## config.mk

```make
export PLATFORM = sky130hd
export DESIGN_NAME = count_sched
export DESIGN_NICKNAME = d
export VERILOG_FILES = /design/src/rtl/count_sched_pkg.sv /design/src/rtl/count_sched_rr_arb2.sv /design/src/rtl/count_sched.sv
export SDC_FILE = /design/constraint.sdc
export NUM_CORES = 1
export LEC_CHECK = 0
export BUFFER_PORTS_ARGS = -buffer_cell sky130_fd_sc_hd__buf_2
export CAP_MARGIN = 20
export CORE_ASPECT_RATIO = 0.75
export CORE_MARGIN = 3
export CORE_UTILIZATION = 30
export DETAILED_ROUTE_END_ITERATION = 16
export GPL_ROUTABILITY_DRIVEN = 0
export SETUP_SLACK_MARGIN = 0.1
export SYNTH_ARGS = -nofsm -noshare
export SYNTH_HDL_FRONTEND = slang
export SYNTH_HIERARCHICAL = 1
export SYNTH_SLANG_ARGS = --single-unit
```

## constraint.sdc

```tcl
create_clock -name Clk -period 1.95 [get_ports Clk]
set_input_delay 0.195 -clock Clk [delete_from_list [all_inputs] [get_ports Clk]]
set_output_delay 0.195 -clock Clk [all_outputs]
set_load 0.05 [all_outputs]
```

## src/rtl/count_sched_pkg.sv

```systemverilog
// Shared types and constants for the count_sched burst scheduler.
//   sched_state_t : scheduler FSM states (IDLE, RUN, DONE)
//   CH0 / CH1     : channel select encodings driven onto Slt
//   LEN_W_DEF     : default burst-length / remaining-count width
//   STAT_W_DEF    : default completed-burst counter width
package count_sched_pkg;

    typedef enum logic [1:0] {
        IDLE = 2'd0,
        RUN  = 2'd1,
        DONE = 2'd2
    } sched_state_t;

    localparam logic CH0 = 1'b0;
    localparam logic CH1 = 1'b1;

    localparam int unsigned LEN_W_DEF  = 8;
    localparam int unsigned STAT_W_DEF = 16;

endpackage

```

## src/rtl/count_sched_rr_arb2.sv

```systemverilog
// rr_arb2: purely combinational 2-input round-robin picker.
// Ports:
//   req       in  [1:0] request vector (bit n = channel n)
//   ptr       in        channel that wins when both request
//   gnt_valid out       at least one request present
//   gnt_idx   out       index of the winning channel
module rr_arb2
    import count_sched_pkg::*;
(
    input  logic [1:0] req,
    input  logic       ptr,
    output logic       gnt_valid,
    output logic       gnt_idx
);

    // A lone requester always wins; a tie goes to the pointer.
    always_comb begin
        gnt_valid = |req;
        gnt_idx   = CH0;
        if (req == 2'b11) begin
            gnt_idx = ptr;
        end else if (req[1]) begin
            gnt_idx = CH1;
        end
    end

endmodule

```

## src/rtl/count_sched.sv

```systemverilog
// count_sched: two-channel round-robin burst scheduler driving En/Slt of the
// dual up-counter datapath for exactly the granted burst length.
// Ports:
//   Clk, Reset      clock (rising edge), asynchronous active-high reset
//   Req0/Len0       channel-0 request (held until Ack0) and burst length
//   Req1/Len1       channel-1 request (held until Ack1) and burst length
//   Pause           stalls enable issue and the remaining count while in RUN
//   Ack0/Ack1       one-cycle completion pulse per channel
//   En/Slt          count enable and channel select to the datapath
//   Busy            high whenever the scheduler is not IDLE
//   Bursts0/Bursts1 per-channel completed-burst counters, present only when
//                   COUNT_SCHED_STAT_EN is defined
// All outputs are registered.
module count_sched
    import count_sched_pkg::*;
#(
    parameter int unsigned LEN_W  = LEN_W_DEF
`ifdef COUNT_SCHED_STAT_EN
  , parameter int unsigned STAT_W = STAT_W_DEF
`endif
) (
    input  logic             Clk,
    input  logic             Reset,
    input  logic             Req0,
    input  logic [LEN_W-1:0] Len0,
    input  logic             Req1,
    input  logic [LEN_W-1:0] Len1,
    input  logic             Pause,
    output logic             Ack0,
    output logic             Ack1,
    output logic             En,
    output logic             Slt,
    output logic             Busy
`ifdef COUNT_SCHED_STAT_EN
  , output logic [STAT_W-1:0] Bursts0,
    output logic [STAT_W-1:0] Bursts1
`endif
);

    sched_state_t     state_q;
    logic             gnt_q;
    logic             rr_ptr_q;
    logic [LEN_W-1:0] rem_q;

    logic             arb_valid;
    logic             arb_idx;
    logic [LEN_W-1:0] arb_len;

    rr_arb2 u_arb (
        .req       ({Req1, Req0}),
        .ptr       (rr_ptr_q),
        .gnt_valid (arb_valid),
        .gnt_idx   (arb_idx)
    );

    // Length of whichever channel the arbiter would grant this cycle.
    assign arb_len = arb_idx ? Len1 : Len0;

    // Scheduler FSM with registered outputs.
    always_ff @(posedge Clk or posedge Reset) begin
        if (Reset) begin
            state_q  <= IDLE;
            gnt_q    <= CH0;
            rr_ptr_q <= CH0;
            rem_q    <= '0;
            Ack0     <= 1'b0;
            Ack1     <= 1'b0;
            En       <= 1'b0;
            Slt      <= CH0;
            Busy     <= 1'b0;
        end else begin
            Ack0 <= 1'b0;
            Ack1 <= 1'b0;
            En   <= 1'b0;
            case (state_q)
                IDLE: begin
                    if (arb_valid) begin
                        gnt_q <= arb_idx;
                        Slt   <= arb_idx;
                        rem_q <= arb_len;
                        Busy  <= 1'b1;
                        // A zero-length burst skips RUN and just acknowledges.
                        state_q <= (arb_len == '0) ? DONE : RUN;
                    end
                end
                RUN: begin
                    if (!Pause) begin
                        En    <= 1'b1;
                        rem_q <= rem_q - LEN_W'(1);
                        if (rem_q == LEN_W'(1)) begin
                            state_q <= DONE;
                        end
                    end
                end
                DONE: begin
                    if (gnt_q == CH0) begin
                        Ack0 <= 1'b1;
                    end else begin
                        Ack1 <= 1'b1;
                    end
                    // The channel just served loses the next tie.
                    rr_ptr_q <= ~gnt_q;
                    Busy     <= 1'b0;
                    state_q  <= IDLE;
                end
                default: begin
                    Busy    <= 1'b0;
                    state_q <= IDLE;
                end
            endcase
        end
    end

`ifdef COUNT_SCHED_STAT_EN
    // Completed-burst counters, bumped in the DONE cycle; wrap naturally.
    always_ff @(posedge Clk or posedge Reset) begin
        if (Reset) begin
            Bursts0 <= '0;
            Bursts1 <= '0;
        end else if (state_q == DONE) begin
            if (gnt_q == CH0) begin
                Bursts0 <= Bursts0 + STAT_W'(1);
            end else begin
                Bursts1 <= Bursts1 + STAT_W'(1);
            end
        end
    end
`endif

endmodule

```

; After elaboration in Yosys (flattened, before gate mapping)
; Cells that the tools add are included.
[totals]
reg_bits = 16
latchBits = 0
mem_bits_rw = 0
rom_bits = 0
inputBits = 21
out_inout_bits = 5
n_memories = 0
[op_classes]
n_addsub = 1
mul = 0
div_mod_pow = 0
n_lt_le_gt_ge = 0
n_eq_ne = 7
shift = 0
muxes = 19
n_bitwise = 2
n_reduce_logical = 8
[op_table]
columns = op, n
row1 = 8-bit 2-to-1 mux, 3
row2 = 8-bit case mux with 2 select lines, 1
row3 = 1-bit 2-to-1 mux, 9
row4 = "8-bit by 1-bit == test with 1-bit output, second input constant", 1
row5 = 8-bit logical NOT, 1
row6 = 2-bit 2-to-1 mux, 4
row7 = "8-bit by 1-bit subtractor with 8-bit output, second input constant", 1
row8 = "2-bit inequality test, second input constant", 3
row9 = 3-bit AND reduction, 2
row10 = "2-bit == test, second input constant", 2
row11 = 2-bit case mux with 2 select lines, 1
row12 = 2-bit AND reduction, 2
row13 = "2-bit by 1-bit == test with 1-bit output, second input constant", 1
row14 = 2-bit logical NOT, 1
row15 = 1-bit inverter, 2
row16 = 1-bit case mux with 2 select lines, 1
row17 = 2-bit nonzero test, 1
row18 = 2-bit OR reduction, 1

; Longest topological paths before layout
; Gate-level depths: netlist of run 1.
[depth]
word_depth = 7
depth_mapped = 7
mapped_depth_nobuf = 6

; Hierarchy
; The synthesis of run 1 kept the hierarchy.
[modules_own_cells]
columns = module, n_inst, cells_per_inst, area_per_inst_um2
row1 = count_sched, 1, 99, 948.4
row2 = rr_arb2, 1, 3, 17.5

; Worst setup path before layout of run 1
; OpenSTA, ideal clock, no wires.
[synth_path]
kind = register -> register
start = register rr_ptr_q
end = register state_q[1]
setup_time_ns = 0.074
arrival_time_ns = 1.495
setup_slack_ns = 0.381
path_stages_with_launch = 7
path_buffers = 1
path_cell_list = dfrtp_1 inv_1 a21boi_1 buf_2 a22oi_1 or3_1 a21oi_2
[synth_between]
elab_chain_cells = 6
[synth_rtl]
columns = item, line_no
row1 = "start, declared", count_sched.sv:42  ; logic rr_ptr_q;
row2 = "start signal, assigned", count_sched.sv:102  ; rr_ptr_q <= ~gnt_q;
row3 = 1-bit 2-to-1 mux, count_sched_rr_arb2.sv:20  ; if (req == 2'b11) begin
row4 = net arb_idx, count_sched.sv:46  ; logic arb_idx;
row5 = 8-bit 2-to-1 mux, count_sched.sv:57  ; assign arb_len = arb_idx ? Len1 : Len0;
row6 = 8-bit logical NOT, count_sched.sv:83  ; state_q <= (arb_len == '0) ? DONE : RUN;
row7 = 2-bit 2-to-1 mux, count_sched.sv:83
row8 = 2-bit 2-to-1 mux, count_sched.sv:77  ; if (arb_valid) begin
row9 = 2-bit case mux with 2 select lines, count_sched.sv:75  ; case (state_q)
row10 = "end signal, assigned", count_sched.sv:83
row11 = "end, declared", count_sched.sv:40  ; sched_state_t state_q;
; The timed path passes the listed nets, and every way through them passes these cells. The select of a mux whose other input is x is not followed.
; A chain may end at the register's enable or synchronous reset.

; Final worst setup path of run 1
; Same ends and word-level chain as after synthesis.

==> results.cfg, run 1 <==
[run_status]
status = finished clean

[route]
antenna_left = 0
drc = 0
post_drt_via_cell_ratio = 5.16
finalWirelength_um = 2310
dr.first_iter.drc_count = 65
dr.pass1.iters = 4
num_vias = 872
wire_per_inst_um = 13.7

[die]
fp.dieH_um = 55.1
start_util_pct = 32.2
dieArea_um2 = 3940
rows = 17
core-area_um2 = 3000
ios = 26
die_x_um = 71.5

[clock_network]
cts.sinks = 16
post-cts-setup-buffers = 0
path_clk_slew_ps = 60
clk_path_buf_depth = 2
clk_latency_ps = 250
cts_inserted_buffers = 3
cts_tree = built
cts-root-buf = clkbuf_8
htree_levels = 1

[finish]
nets = 156
n_antenna_cell = 0
drive_above_1_share_pct = 29.0
area_delta_synth_final_pct = 25.6
layout.cells.non_filler = 169
final_common_cell = buf_2
layout_common_cells = buf_2, dfrtp_1, nor2_1

[grt]
grt_pass1_vias = 831
grt.total_usage_pct = 13.2
grt_antenna_before_repair = 0
grt_max_degree = 17
grt_overflow = 0
grt_pass1_wl_um = 3930

[timing]
skew_ps = 2.32
max_slew_margin_pct = 59.6
period_minus_slack_ps = 1660
worst_pin_slew_ps = 606
fin_setup_tns_ps = 0
rsz0062_at_grt = no
slew_viol_final = 0
setup_violations = 0
min_period_over_period_pct = 85.3
finalHoldViolCount = 0
fmax_ghz = 0.601

[power]
vdd_drop_max_v = 0.000431
p_per_area_nw_per_um2 = 1120
power_uw = 1360
p_leak_uw = 0.000538

[yosys]
yosys_register_bits = 16
syn-mean-instance-area_um2 = 9.47
netlist_area_um2 = 966
yosysWarnings = 6
synth_nets = 125
synth_edf_count = 0
synth_cell_type_count = 36
ys_seq_area_share_pct = 41.5
ys.flop_type = dfrtp_1
synthArstFlopShare_pct = 100
syn_inst = 102

[job]
cap_violations = 0

[critical_path]
endpoint_kind = flip-flop
cp_max_fo = 13
max_stage_delay_ps = 350
start_kind = flip-flop
criticalPathCategory = flip-flop to flip-flop
crit_chain = inv_1, a21boi_2, buf_12, mux2i_1, o211ai_1, or3_1, a21oi_2
critical_path_arrival_ps = 1840
cpMaxStageDelayCell = dfrtp_1
cp.required_ps = 2130

[place]
dpl.cell_count = 166
dp_hpwl_um = 1910
numPortBuffers = 25

[min_path]
hp-class = input port to asynchronous set/reset pin
==> critical path: cells and delay by family, from the launching register on <==
family / cells / cell delay (ps)
AOI/OAI and AO/OA: 3 / 440
DFF: 1 / 350
and+or+nand+nor: 1 / 330
muxes: 1 / 250
buffers and inverters: 2 / 210
==> cell families (layout without fill, tap and decap cells) <==
group	after synthesis	in the layout	synth area share, %
flops	16	16	41.5
compound gates	32	32	23.6
simple gates	36	36	20.9
buf+inv	8	37	3.24
fa+ha+maj	2	2	2.59
mux	8	8	8.29
==> cells in the mapped netlist, drive strengths merged, types with 2 or more instances <==
master / n / share of area (%)
o22a: 3 / 2.7
a211oi: 2 / 2.1
a21o: 2 / 1.6
mux2i: 8 / 8.3
a32oi: 2 / 1.8
nor2: 11 / 4.3
ha: 2 / 2.6
dfrtp: 16 / 41
nor3: 3 / 1.6
or2: 2 / 1.3
a21oi: 4 / 2.5
nand2b: 5 / 3.2
nand2: 5 / 1.9
nor4: 4 / 4.1
o21ai: 9 / 4.7
a22oi: 2 / 1.6
inv: 6 / 2.3
a22o: 3 / 2.7
==> registers in the layout (all words and copies together), names as in the netlist <==
signal and flops:
rem_q 8, state_q 2, Ack0 1, Ack1 1, Busy 1, En 1, gnt_q 1, rr_ptr_q 1
==> final timing paths <==
kind / cells after the start / end / from / slack [ps]
hold / removal: 2 / En$_DFF_PP0_ / Reset / 8
hold reg to reg: 1 / Ack0$_DFF_PP0_ / gnt_q$_DFFE_PP0P_ / 480
setup reg to reg: 7 / state_q[1]$_DFFE_PP0P_ / rr_ptr_q$_DFFE_PP0N_ / 290
min in group Clk: 2 / En$_DFF_PP0_ / Pause / 200
setup / recovery: 7 / state_q[1]$_DFFE_PP0P_ / rr_ptr_q$_DFFE_PP0N_ / 290
max in group asynchronous: 2 / rem_q[3]$_DFFE_PP0P_ / Reset / 1550
==> layer usage <==
| metal | vias up | global-route usage, % | routed length (um) |
|---|---|---|---|
| li1 | 436 | - | - |
| met1 | 401 | 18.4 | 1180 |
| met2 | 30 | 20.3 | 938 |
| met3 | 5 | 2.35 | 152 |
| met4 | 0 | 5.63 | 38 |
| met5 | - | 0 | 0 |
==> cell type report <==
class,instances,area [um2]
Clock buffer,3,41.3
Multi-Input combinational cell,78,542
Timing Repair Buffer,28,160
Fill cell,292,1790
Sequential cell,16,400
Inverter,6,22.5
Tap cell,38,47.5
==> power breakdown <==
group	internal, uW	switching, uW	total [uW]
logic	241	309	550
registers	437	127	564
clock network	137	106	243
total	814	543	1360
==> timing repair <==
action,CTS,global route
endpoints found under the setup margin,0,2
gates resized for setup,0,2
hold buffers,0,0
==> stage by stage <==
step           setup slack [ps]  instance area [um2]  util [%]  hold WS (ps)
2_1_floorplan               381                  966         -           109
3_3_place_gp                263                 1160      38.8           297
3_5_place_dp                195                 1160      38.8           295
4_1_cts                     164                 1210      40.2          30.7
5_1_grt                     175                 1210      40.5          75.5
6_report                    286                 1210      40.5          7.94
Note: power is estimated with default switching activity, not from simulation.
==> run 2: changes to the inputs <==
- CTS_BUF_LIST: default -> sky130_fd_sc_hd__clkbuf_16
- CTS_CLUSTER_DIAMETER: default -> 60
- clock period: 1.95 -> 1.6 ns (I/O delays scaled with it)
==> run 2 against run 1 <==
The run now ends with negative setup slack left. Clock skew grew 3.6 ps. Register-to-register slack lost 340 ps. Die area is the same. Cell area grew 10%. Combinational power grew 62%. Total power grew 50%. Count of clock-buffer cells in the layout is the same. Clock power grew 100%. Critical path depth shrank 1. Flip-flop and latch count is the same. Non-clock buffer count grew 9. Sequential power grew 15%.
==> results.cfg, run 2 (same netlist as run 1, synthesis figures left out) <==
[run_status]
status = complete, but fails checks
violations = negative setup slack

[timing]
fin_ws_ps = -56.4
worst_pin_slew_ps = 677
rsz0062_at_grt = yes
min_period_over_period_pct = 104
slew_viol_final = 0
finalHoldViolCount = 0
skew_ps = 5.90
period_minus_slack_ps = 1660
max_slew_margin_pct = 54.8
fmax_ghz = 0.604
setup_violations = 1

[route]
dr.pass1.iters = 4
num_vias = 939
dr.first_iter.drc_count = 53
wire_per_inst_um = 15.8
antenna_left = 0
drc = 0
finalWirelength_um = 2840
post_drt_via_cell_ratio = 5.25

[critical_path]
r2r_slack_ps = -60
reg2regPathDepth = 6
worstSetupStartpoint = rr_ptr_q$_DFFE_PP0N_
cp.required_ps = 1780
r2r_start = rr_ptr_q$_DFFE_PP0N_
criticalPathCategory = flip-flop to flip-flop
critical_path_arrival_ps = 1830
cp_max_fo = 5
start_kind = flip-flop
endpoint_kind = flip-flop

[place]
dp_hpwl_um = 2120
placed_cell_area_um2 = 1220
numPortBuffers = 25

[grt]
grt_antenna_before_repair = 0
grt_pass1_vias = 910
grt_pass1_wl_um = 4600
grt.total_usage_pct = 15.5
grt_max_degree = 17
grt_overflow = 0

[clock_network]
cts-root-buf = clkbuf_16
htree_levels = 1
cts_hold_buf = 0
clk_path_buf_depth = 2
cts.sinks = 16
path_clk_slew_ps = 50
cts_tree = built
cts_inserted_buffers = 3
clk_latency_ps = 250

[die]
ios = 26
dieArea_um2 = 3940
core-area_um2 = 3000
start_util_pct = 32.2
fp.dieH_um = 55.1
die_x_um = 71.5
rows = 17

[power]
p_per_area_nw_per_um2 = 1520
p_leak_uw = 0.000605
switchingPower_uw = 776
internal_power_uw = 1260
power_frac_comb_pct = 43.8
clockPowerShare_pct = 24.2
switching_share_pct = 38.1
vdd_drop_max_v = 0.000580
power_uw = 2040
power.share.sequential_pct = 32.0

[finish]
area_delta_synth_final_pct = 38.2
final_common_cell = buf_2
n_antenna_cell = 0
largest-register = rem_q
fin_util_pct = 44.5
postLayoutCellArea_um2 = 1340
n_fill_cell = 289
reg_top3 = rem_q x8, state_q x2
largest_reg_flops = 8
drive_above_1_share_pct = 36.9
nets = 165
layout_common_cells = buf_2, dfrtp_1, buf_4

[job]
cap_violations = 0

[min_path]
hp-class = input port to asynchronous set/reset pin
==> run 2: power by group through the flow <==
stage	combinational [uW]	clock, uW	sequential (uW)
after CTS	866	499	641
after global routing	984	519	657
after detailed placement	831	0	641
final	891	493	650
after global placement	812	0	637
after floorplan	435	0	719
==> run 2: stage by stage <==
stage	instances	worst slack (ps)	setup TNS, ps	hold WS (ps)
floorplan	102	133	0	73.7
global placement	175	0.915	0	274
detailed placement	175	-93.2	-93.2	291
CTS	180	-15.5	-15.5	29.6
global route	179	-152	-185	78.0
finish	179	-56.4	-56.4	7.74
==> run 2: final timing paths <==
path / to
max: state_q[1]$_DFFE_PP0P_
min: state_q[0]$_DFFE_PP0P_
max reg2reg: state_q[1]$_DFFE_PP0P_
min reg2reg: Ack0$_DFF_PP0_
max in group asynchronous: En$_DFF_PP0_
min in group Clk: En$_DFF_PP0_
==> run 2: final cells by class <==
cell class              instances  area [um2]  share of cell area [%]
clock inverters                 1        3.75                   0.281
repair buffers                 37         215                    16.1
clock buffers                   3        75.1                    5.62
flip-flops and latches         16         400                    30.0
multi-input cells              78         571                    42.7
well taps                      38        47.5                    3.56
inverters                       6        22.5                    1.69
==> run 2: metal layers <==
| layer | up-vias | part of all wire, % | GRT usage (%) |
|---|---|---|---|
| li1 | 459 | - | - |
| met1 | 443 | 50 | 22.2 |
| met2 | 35 | 42 | 23.6 |
| met3 | 2 | 7.9 | 3.43 |
| met4 | 0 | 0.67 | 3.75 |
| met5 | - | 0 | 0 |
==> run 2: timing repair <==
action	4_1_cts	5_1_grt
gates resized for setup	5	3
pin swaps	2	2
cloned	0	0
buffers inserted	1	1
setup endpoints to repair	6	10
==> run 2: worst max-delay path: stages (launching register included) <==
cell	delay, ps
dfrtp_1	360
inv_2	50
a21boi_4	220
mux2i_2	290
o211ai_1	180
or3_1	360
a21oi_2	130
==> run 3: changes to the inputs <==
==> constraint.sdc (replaced) <==
create_clock -name Clk -period 1.6 [get_ports Clk]
set_input_delay 0.32 -clock Clk [delete_from_list [all_inputs] [get_ports Clk]]
set_output_delay 0.32 -clock Clk [all_outputs]
set_load 0.05 [all_outputs]
==> run 3 against run 2 <==
The flow still finishes with violations (negative setup slack). Critical path depth stayed put. Cell area is 2.7% higher. Register-to-register slack better by 20 ps. Final cell count is 0.56% higher. Hold slack better by 150 ps. Utilization is 1.2 points higher. Sequential power hardly changed. Sequential share of layout area is 0.70 points lower. Largest power group unchanged.
==> results.cfg, run 3 (same netlist as run 1, synthesis figures left out) <==
[timing]
min_period_over_period_pct = 102
setup_violations = 1
period_minus_slack_ps = 1640
fmax_ghz = 0.610
rsz0062_at_grt = yes
worst_pin_slew_ps = 643
finalHoldViolCount = 0
max_slew_margin_pct = 57.1
skew_ps = 3.13
slew_viol_final = 0
hold_ws_ps = 153
fin_ws_ps = -40.0

[critical_path]
crit_path_end = state_q[1]$_DFFE_PP0P_
worstSetupStartpoint = rr_ptr_q$_DFFE_PP0N_
start_kind = flip-flop
endpoint_kind = flip-flop
critical_path_arrival_ps = 1820
reg2regPathDepth = 6
r2r_start = rr_ptr_q$_DFFE_PP0N_
criticalPathCategory = flip-flop to flip-flop
cp.required_ps = 1780
r2r_slack_ps = -40
cp_max_fo = 5
r2r-end = state_q[1]$_DFFE_PP0P_

[finish]
nets = 166
n_antenna_cell = 0
drive_above_1_share_pct = 40.8
final_common_cell = buf_2
layout_common_cells = buf_2, dfrtp_1, buf_4
largest-register = rem_q
postLayoutCellArea_um2 = 1370
largest_reg_flops = 8
area_delta_synth_final_pct = 42.0
reg_top3 = rem_q x8, state_q x2

[grt]
grt_max_degree = 17
grt_pass1_vias = 953
grt.total_usage_pct = 14.8
grt_antenna_before_repair = 0
grt_overflow = 0
grt_pass1_wl_um = 4420

[route]
finalWirelength_um = 2650
antenna_left = 0
post_drt_via_cell_ratio = 5.13
num_vias = 924
dr.first_iter.drc_count = 43
drc = 0
dr.pass1.iters = 4
wire_per_inst_um = 14.7

[min_path]
hp-class = input port to asynchronous set/reset pin

[clock_network]
path_clk_slew_ps = 50
cts.sinks = 16
htree_levels = 1
clk_latency_ps = 250
clk_path_buf_depth = 2
cts_inserted_buffers = 3
cts_tree = built
cts-root-buf = clkbuf_16

[die]
dieArea_um2 = 3940
die_x_um = 71.5
fp.dieH_um = 55.1
core-area_um2 = 3000
start_util_pct = 32.2
rows = 17
ios = 26

[power]
clockPowerShare_pct = 24.3
vdd_drop_max_v = 0.000571
switchingPower_uw = 742
internal_power_uw = 1280
power.share.sequential_pct = 32.2
p_leak_uw = 0.000613
p_per_area_nw_per_um2 = 1480
switching_share_pct = 36.6
power_uw = 2030
power_frac_comb_pct = 43.5

[place]
dp_hpwl_um = 2020
placed_cell_area_um2 = 1220
numPortBuffers = 25

[run_status]
violations = negative setup slack
status = complete, but fails checks

[job]
cap_violations = 0
run 3: power by group through the flow:
stage / clock network (uW) / logic [uW] / registers (uW)
after floorplan: 0 / 435 / 719
after CTS: 507 / 842 / 644
after global placement: 0 / 773 / 652
final: 492 / 881 / 652
after detailed placement: 0 / 790 / 654
after global routing: 521 / 983 / 667
run 3: area by class of cell:
cell class / instances / area [um2]
multi-input combinational: 78 / 598
clock inverter: 1 / 3.75
fill: 293 / 1630
inverter: 6 / 22.5
sequential: 16 / 402
tap: 38 / 47.5
timing repair buffer: 38 / 223
clock buffer: 3 / 75.1
run 3: worst max-delay path, cell delays in order (launching register included):
cell	delay (ps)
dfrtp_1	360
inv_2	50
a21boi_4	230
mux2i_2	280
o211ai_1	180
or3_1	350
a21oi_2	120
run 3: how the worst min path moves through the flow:
stage               startpoint             end  slack [ps]  depth (start not counted)
floorplan                Reset  Ack0$_DFF_PP0_         230                          1
global placement         Reset  Ack0$_DFF_PP0_         430                          2
detailed placement       Reset  Ack0$_DFF_PP0_         440                          2
CTS                      Reset  Ack1$_DFF_PP0_         180                          2
global route             Reset  Ack1$_DFF_PP0_         220                          2
finish                   Reset  Ack1$_DFF_PP0_         150                          2
run 3: what timing repair did:
| item | CTS | global route |
|---|---|---|
| hold buffers | 0 | 0 |
| pin swaps | 4 | 2 |
| setup buffers | 3 | 1 |
| cloned | 0 | 0 |
| gates resized for setup | 5 | 9 |
| setup endpoints to repair | 9 | 10 |
run 3: routing by layer:
| metal | part of all wire (%) | global-route usage [%] | up-vias |
|---|---|---|---|
| met5 | 0 | 0 | - |
| met1 | 51 | 20.8 | 438 |
| met3 | 6.8 | 3.43 | 3 |
| li1 | - | - | 453 |
| met2 | 41 | 22.9 | 30 |
| met4 | 0.57 | 4.38 | 0 |
run 3: per-stage QoR:
stage	setup TNS [ps]	utilization [%]	std cells	worst slack, ps
6_report	-40.0	45.7	180	-40.0
2_1_floorplan	0	-	102	133
3_5_place_dp	-147	40.6	174	-134
3_3_place_gp	-49.0	40.6	174	-49.0
5_1_grt	-144	45.7	180	-120
4_1_cts	-13.5	44.3	180	-13.5
